===== src/rtl/prediction_pkg.sv =====
// Shared types and constants for the branch prediction resolver:
// predictor counter width default, resolver FSM states and statistics width.
package prediction_pkg;

    localparam int JSC_WIDTH_DEFAULT = 2;
    localparam int STAT_WIDTH        = 32;

    typedef enum logic {
        RES_IDLE  = 1'b0,
        RES_FLUSH = 1'b1
    } resolver_state_e;

endpackage


===== src/rtl/branch_resolver_if.sv =====
// Signal bundle between the pipeline front end and the branch resolver.
// The pipeline side uses the master modport, the resolver uses slave.
interface branch_resolver_if
    import prediction_pkg::*;
#(
    parameter int JUMP_STATUS_COUNTER_WIDTH = JSC_WIDTH_DEFAULT
) ();

    logic                                 PL_stall;
    logic                                 branch_if;
    logic [JUMP_STATUS_COUNTER_WIDTH-1:0] HP_count;
    logic                                 actual_taken_ex;

    logic                                 corrected_en;
    logic                                 corrected_result;
    logic                                 rollback_en_id;
    logic                                 rollback_en_ex;
    logic                                 flush_req;
    logic                                 pred_taken_ex;
    logic [STAT_WIDTH-1:0]                stat_branches;
    logic [STAT_WIDTH-1:0]                stat_mispredicts;

    modport master (
        output PL_stall, branch_if, HP_count, actual_taken_ex,
        input  corrected_en, corrected_result, rollback_en_id, rollback_en_ex,
        input  flush_req, pred_taken_ex, stat_branches, stat_mispredicts
    );

    modport slave (
        input  PL_stall, branch_if, HP_count, actual_taken_ex,
        output corrected_en, corrected_result, rollback_en_id, rollback_en_ex,
        output flush_req, pred_taken_ex, stat_branches, stat_mispredicts
    );

endinterface


===== src/rtl/branch_resolver_sat_counter32.sv =====
// Saturating statistics counter: increments when enabled and sticks at
// all-ones instead of wrapping.
module sat_counter32
    import prediction_pkg::*;
(
    input  logic                  clk,
    input  logic                  rst_n,
    input  logic                  en,
    output logic [STAT_WIDTH-1:0] count
);

    always_ff @(posedge clk or negedge rst_n) begin
        if (!rst_n) begin
            count <= '0;
        end else if (en && (count != {STAT_WIDTH{1'b1}})) begin
            count <= count + STAT_WIDTH'(1);
        end
    end

endmodule


===== src/rtl/branch_resolver.sv =====
// Tracks speculative branch predictions from IF through EX, detects
// mispredicts, requests rollback/flush. Statistics: BRANCH_RESOLVER_STATS_EN.
module branch_resolver
    import prediction_pkg::*;
#(
    parameter int JUMP_STATUS_COUNTER_WIDTH = JSC_WIDTH_DEFAULT,
    parameter int FLUSH_CYCLES              = 1
) (
    input logic               clk,
    input logic               rst_n,
    branch_resolver_if.slave  bus
);

    localparam logic [0:0] ST_IDLE    = RES_IDLE;
    localparam logic [0:0] ST_FLUSH   = RES_FLUSH;
    localparam logic [2:0] FLUSH_LOAD = 3'(FLUSH_CYCLES - 1);

    logic [0:0] state;
    logic [2:0] flush_cnt;
    logic       valid_id;
    logic       pred_id;
    logic       valid_ex;
    logic       pred_ex;
    logic       pred_if;
    logic       idle;
    logic       mispredict;
    logic       capture;
    logic       unused_hp;

    assign pred_if    = bus.HP_count[JUMP_STATUS_COUNTER_WIDTH-1];
    assign unused_hp  = ^bus.HP_count;
    assign idle       = (state == ST_IDLE);
    assign mispredict = valid_ex & ~bus.PL_stall & (pred_ex != bus.actual_taken_ex);
    assign capture    = bus.branch_if & idle & ~mispredict;

    // Outputs that depend on raw inputs are gated so everything reads 0 in reset
    assign bus.corrected_en     = rst_n & capture & ~bus.PL_stall;
    assign bus.corrected_result = rst_n & pred_if;
    assign bus.rollback_en_ex   = mispredict;
    assign bus.rollback_en_id   = mispredict & valid_id;
    assign bus.flush_req        = mispredict | ~idle;
    assign bus.pred_taken_ex    = pred_ex;

    always_ff @(posedge clk or negedge rst_n) begin
        if (!rst_n) begin
            valid_id <= 1'b0;
            pred_id  <= 1'b0;
            valid_ex <= 1'b0;
            pred_ex  <= 1'b0;
        end else if (!bus.PL_stall) begin
            valid_id <= capture;
            pred_id  <= pred_if;
            valid_ex <= valid_id & ~mispredict;
            pred_ex  <= pred_id;
        end
    end

    // A single-cycle flush never enters FLUSH; mispredict alone covers it
    always_ff @(posedge clk or negedge rst_n) begin
        if (!rst_n) begin
            state     <= ST_IDLE;
            flush_cnt <= '0;
        end else if (state == ST_IDLE) begin
            if (mispredict) begin
                flush_cnt <= FLUSH_LOAD;
                if (FLUSH_LOAD != 3'd0) begin
                    state <= ST_FLUSH;
                end
            end
        end else begin
            flush_cnt <= flush_cnt - 3'd1;
            if (flush_cnt <= 3'd1) begin
                state <= ST_IDLE;
            end
        end
    end

`ifdef BRANCH_RESOLVER_STATS_EN
    logic branch_done;

    assign branch_done = ~bus.PL_stall & valid_ex;

    sat_counter32 u_stat_branches (
        .clk   (clk),
        .rst_n (rst_n),
        .en    (branch_done),
        .count (bus.stat_branches)
    );

    sat_counter32 u_stat_mispredicts (
        .clk   (clk),
        .rst_n (rst_n),
        .en    (mispredict),
        .count (bus.stat_mispredicts)
    );
`else
    assign bus.stat_branches    = {STAT_WIDTH{1'b0}};
    assign bus.stat_mispredicts = {STAT_WIDTH{1'b0}};
`endif

endmodule


===== src/flat_wrapper.sv =====
// flat-port wrapper written by rule: the top's interface ports become plain ports
module branch_resolver_flat import prediction_pkg::*;
#(
    parameter int JUMP_STATUS_COUNTER_WIDTH = JSC_WIDTH_DEFAULT,
    parameter int FLUSH_CYCLES              = 1
)
  (clk, rst_n, bus_PL_stall, bus_branch_if, bus_HP_count, bus_actual_taken_ex, bus_corrected_en, bus_corrected_result, bus_rollback_en_id, bus_rollback_en_ex, bus_flush_req, bus_pred_taken_ex, bus_stat_branches, bus_stat_mispredicts);
  branch_resolver_if #(.JUMP_STATUS_COUNTER_WIDTH(JUMP_STATUS_COUNTER_WIDTH)) bus_i ();
  input logic clk;
  input logic rst_n;
  input wire logic [$bits(bus_i.PL_stall)-1:0] bus_PL_stall;
  input wire logic [$bits(bus_i.branch_if)-1:0] bus_branch_if;
  input wire logic [$bits(bus_i.HP_count)-1:0] bus_HP_count;
  input wire logic [$bits(bus_i.actual_taken_ex)-1:0] bus_actual_taken_ex;
  output wire logic [$bits(bus_i.corrected_en)-1:0] bus_corrected_en;
  output wire logic [$bits(bus_i.corrected_result)-1:0] bus_corrected_result;
  output wire logic [$bits(bus_i.rollback_en_id)-1:0] bus_rollback_en_id;
  output wire logic [$bits(bus_i.rollback_en_ex)-1:0] bus_rollback_en_ex;
  output wire logic [$bits(bus_i.flush_req)-1:0] bus_flush_req;
  output wire logic [$bits(bus_i.pred_taken_ex)-1:0] bus_pred_taken_ex;
  output wire logic [$bits(bus_i.stat_branches)-1:0] bus_stat_branches;
  output wire logic [$bits(bus_i.stat_mispredicts)-1:0] bus_stat_mispredicts;
  assign bus_i.PL_stall = bus_PL_stall;
  assign bus_i.branch_if = bus_branch_if;
  assign bus_i.HP_count = bus_HP_count;
  assign bus_i.actual_taken_ex = bus_actual_taken_ex;
  assign bus_corrected_en = bus_i.corrected_en;
  assign bus_corrected_result = bus_i.corrected_result;
  assign bus_rollback_en_id = bus_i.rollback_en_id;
  assign bus_rollback_en_ex = bus_i.rollback_en_ex;
  assign bus_flush_req = bus_i.flush_req;
  assign bus_pred_taken_ex = bus_i.pred_taken_ex;
  assign bus_stat_branches = bus_i.stat_branches;
  assign bus_stat_mispredicts = bus_i.stat_mispredicts;
  branch_resolver #(.JUMP_STATUS_COUNTER_WIDTH(JUMP_STATUS_COUNTER_WIDTH), .FLUSH_CYCLES(FLUSH_CYCLES)) u_core (.clk(clk), .rst_n(rst_n), .bus(bus_i));
endmodule

===== config.mk =====
export PLATFORM = sky130hd
export DESIGN_NAME = branch_resolver_flat
export DESIGN_NICKNAME = d
export VERILOG_FILES = /design/src/rtl/prediction_pkg.sv /design/src/rtl/branch_resolver_if.sv /design/src/rtl/branch_resolver_sat_counter32.sv /design/src/rtl/branch_resolver.sv /design/src/flat_wrapper.sv
export SDC_FILE = /design/constraint.sdc
export NUM_CORES = 1
export LEC_CHECK = 0
export CAP_MARGIN = 20
export CORE_UTILIZATION = 36
export CTS_BUF_LIST = sky130_fd_sc_hd__clkbuf_4 sky130_fd_sc_hd__clkbuf_8
export CTS_CLUSTER_DIAMETER = 150
export DETAILED_ROUTE_END_ITERATION = 7
export GPL_TIMING_DRIVEN = 0
export PLACE_DENSITY = 0.89
export SLEW_MARGIN = 20
export SYNTH_ARGS = -nofsm -noshare
export SYNTH_HDL_FRONTEND = slang
export SYNTH_SLANG_ARGS = --single-unit

===== constraint.sdc =====
create_clock -name clk -period 1.7 [get_ports clk]
set_input_delay 0.34 -clock clk [delete_from_list [all_inputs] [get_ports clk]]
set_output_delay 0.34 -clock clk [all_outputs]
set_load 0.05 [all_outputs]

Word-level counts from Yosys, hierarchy flattened --
Cells that the tools add are included.
Word-level totals: output and inout bits 70, register bits after elaboration 8, logic and storage cells 27
Cells by class: $lt $le $gt $ge 1, add/sub/neg operators 1, multiplexer cells 4, equality and inequality tests 1, bitwise gates (word level) 13, reductions and logical operators 1
Operator list (count):
- 1-bit bitwise AND | 9
- 3-bit two-way mux | 2
- 3-bit by 1-bit <= comparator with 1-bit output (second input constant) | 1
- 1-bit NOT | 3
- 3-bit by 1-bit subtractor with 3-bit output (second input constant) | 1
- 1-bit two-way mux | 2
- 2-bit nonzero test | 1
- 1-bit != test | 1
- 1-bit OR | 1

Depth between registers and ports, before layout --
depth after elaboration 7, mapped depth 4

Worst setup path after synthesis --
OpenSTA, ideal clock, no wires.
path kind register to output, start point register u_core.pred_ex (netlist: u_core.bus.pred_taken_ex), end point output bus_rollback_en_id, arrival time 1680 ps, cell stages (with the launch flop) 4, buffers on the path 0, setup slack -320 ps, required time 1360 ps, cell sequence dfrtp_1 xnor2_2 nor2_4 and2_1
On the way: word-level cells in the longest chain between the ends 3
Ends and longest elaborated chain:
- start, declared | line branch_resolver.sv:23 | logic pred_ex;
- start signal, assigned | line branch_resolver.sv:54 | pred_ex <= pred_id;
- 1-bit != test | line branch_resolver.sv:33 | assign mispredict = valid_ex & ~bus.PL_stall & (pred_ex != bus.actual_taken_ex);
- 1-bit bitwise AND | line branch_resolver.sv:33
- named net bus_rollback_en_ex | line flat_wrapper.sv:18 | output wire logic [$bits(bus_i.rollback_en_ex)-1:0] bus_rollback_en_ex;
- 1-bit bitwise AND | line branch_resolver.sv:40 | assign bus.rollback_en_id = mispredict & valid_id;
- end, declared | line flat_wrapper.sv:17 | output wire logic [$bits(bus_i.rollback_en_id)-1:0] bus_rollback_en_id;
The timed path passes the listed nets, and every way through them passes these cells.

Worst setup path in the final report --
start point register u_core.pred_ex (netlist: u_core.bus.pred_taken_ex), end point output bus_rollback_en_id
On the way: word-level cells in the longest chain between the ends 3
Ends and longest elaborated chain (line):
- 1-bit != test | branch_resolver.sv:33
- 1-bit bitwise AND | branch_resolver.sv:33
- 1-bit bitwise AND | branch_resolver.sv:40
Every way passes these cells.

==> results.md <==
- Outcome: finished, final reports clean
- Drt total wl: roughly 1400 um
- Ys async rst share: 100%
- Reg clk slew, reported paths: roughly 0.060 ns
- Unique masters post-synth: 21
- Synth warn: 0
- Syn Inst Count: ~100
- Register Area: 201 um2
- Max cap viols: 0
- Initial DRC Count: 5
- CTS HTree Levels: 1
- RSZ-0062 raised after global routing: no
- Worst VDD drop: about 0.00057 V
- Area leader, netlist: buf_4
- Fin area: ~1300 um2
- Yosys top cell area share: a little over half
- Post-Place Cells: roughly 200
- Crit path arrival time: 1.30 ns
- Total GRT Usage: approximately a tenth
- Mean post-synth cell area: about 9 um2
- Setup CP Type: flop to output pin
- PD cells: 739 nW/um2
- Final Setup Violations: 0
- DR DRC count: 0
- TNS Setup: 0 ns
- Multi-input gate area: between 400 and 500 um2
- Worst min-delay path class: input pin to flop
- Drt pass-1 iters: 2
- Die H: 52.4 um
- CTS Buffer Depth: 2
- Crit. End Element: output pin
- Nets: 192
- IO Count: 77
- Critical Path RT: 1.36 ns
- Initial antenna violation count: 0
- Slew Viols, Final: 0
- Fin crit share: a little over nine tenths
- CTS root buf: clkbuf_4
- Area post-placement: roughly 1300 um2
- Final Wtd Congestion: about 0.66
- Post-synth EDFFs: 0
- Final Hold Viols: 0
- Die area: ~2700 um2
- Pleak: approximately 0.84 nW
- Flops & latches, synth: 8
- DRT antenna net count: 0
- WL per Instance: 6.81 um
- Clock sink total: 8
- Fillers: between 200 and 250
- Port bufs: 10
- Die X-Extent: ~52 um
- Core Area: ~2300 um2
- Main area contributors after synthesis: buf_4 53%, dfrtp_1 22%, ha_1 2.7%
- Syn-to-layout area delta: 47.3%
- Worst Setup Start Kind: flop
- Achievable Freq: between 600 and 700 MHz
- CTS Buf Count: 3
- Crit path max fanout: 3
- Total power: around 1 mW
- Mapped cell area: 913 um2
- Initial Utilization: 39.8%
- Commonest non-fill, non-tap cell in the layout: buf_4
- Vias per cell: 3.12
- Layout cell share with drive strength beyond 1: between 40% and 50%
- Pin count of the biggest net entering global routing: 11
- CTS tree: built
- Remaining Overflow, GRT: 0
- Crit path time final: between 1.5 and 2 ns
- ANT cells: 0
- Most frequent cells in the layout: 65 x buf_4, 64 x conb_1, 7 x dfrtp_1
- Fin util: 58.6%
- Max Clock Skew: roughly 0.011 ns
- Cell row count: 17
- Layout Cells excl Fill: between 200 and 250
- HPWL Detailed: about 1300 um
- Wire length of the first global-routing pass: around 2000 um
- Vias in the first global route: about 490
- Routed vias: 655
- Clk_lat worst skew: between 0.2 and 0.3 ns
- Synth Flop Type: dfrtp_1
- Register area share after synthesis: between 20% and 30%
==> sequential cells by signal (all words and copies together), names as in the netlist <==
register                  cells
u_core.bus.pred_taken_ex      1
u_core.flush_cnt              3
u_core.pred_id                1
u_core.state                  1
u_core.valid_ex               1
u_core.valid_id               1
==> where the power goes <==
group          switching [mW]  internal (mW)  leakage (nW)
registers              0.0235          0.213         0.103
logic                   0.420          0.172         0.719
clock network          0.0602          0.105        0.0184
==> path summary, 6_finish.rpt <==
path / from / end / slack, ns / depth (start not counted)
worst max-delay path: u_core.bus.pred_taken_ex / bus_rollback_en_id / 0.06 / 4
worst min-delay path: bus_PL_stall / u_core.pred_id / 0.45 / 2
min in group asynchronous: rst_n / u_core.valid_id / 0.55 / 2
worst max register to register: u_core.bus.pred_taken_ex / u_core.flush_cnt[2] / 0.54 / 4
worst min register to register: u_core.pred_id / u_core.pred_id / 0.51 / 1
max in group asynchronous: rst_n / u_core.bus.pred_taken_ex / 0.88 / 2
==> cells by family (layout without fill, tap and decap cells) <==
kind of cell,Yosys count,count (layout),share of synthesized area (%)
compound gates,7,7,5.07
flops,8,8,21.9
buf+inv,69,85,54.8
fa+ha+maj,2,2,2.74
mux,4,4,4.66
xor+xnor,2,2,2.74
simple gates,10,10,7.67
other cells,1,64,0.411
==> Yosys cell counts, types with 2 or more instances <==
cell type  count
o21a_1         2
a21oi_1        2
buf_4         64
mux2_2         2
nor2_1         2
dfrtp_1        8
ha_1           2
mux2i_1        2
and2_1         2
nand2_1        2
o22ai_1        2
inv_1          4
==> area by class of cell <==
| type | count | area share (%) |
|---|---|---|
| buffer | 65 | 36.1 |
| multi-input combinational | 89 | 34.9 |
| sequential | 8 | 15.0 |
| timing repair buffer | 12 | 8.09 |
| tap | 28 | 2.60 |
| clock buffer | 4 | 2.23 |
| inverter | 4 | 1.12 |
==> per-layer routing <==
metal	up-vias	global-route usage [%]	part of all wire, %
li1	355	-	-
met1	265	10.7	35
met4	0	2.63	0
met2	35	18.1	56
met3	0	1.74	9.1
met5	-	0	0
==> metrics by stage <==
stage / hold slack [ns] / worst slack (ns)
floorplan: 0.0444 / 0.00224
global placement: 0.484 / -0.911
detailed placement: 0.497 / -0.913
CTS: 0.111 / -0.0376
global route: 0.465 / 0.00119
finish: 0.450 / 0.0628
==> timing repair <==
item	4_1_cts	5_1_grt
setup buffers	1	0
hold endpoints to repair	0	8
resized for setup	31	5
pin swaps	2	2
setup endpoints to repair	6	5
hold buffers	0	1
==> critical path, stage by stage, from the launching register on <==
cell	delay, ns
dfrtp_2	0.45
xnor2_4	0.24
nor2_4	0.06
and2_4	0.15
buf_6	0.14
Power figures use the tool's default switching activity.
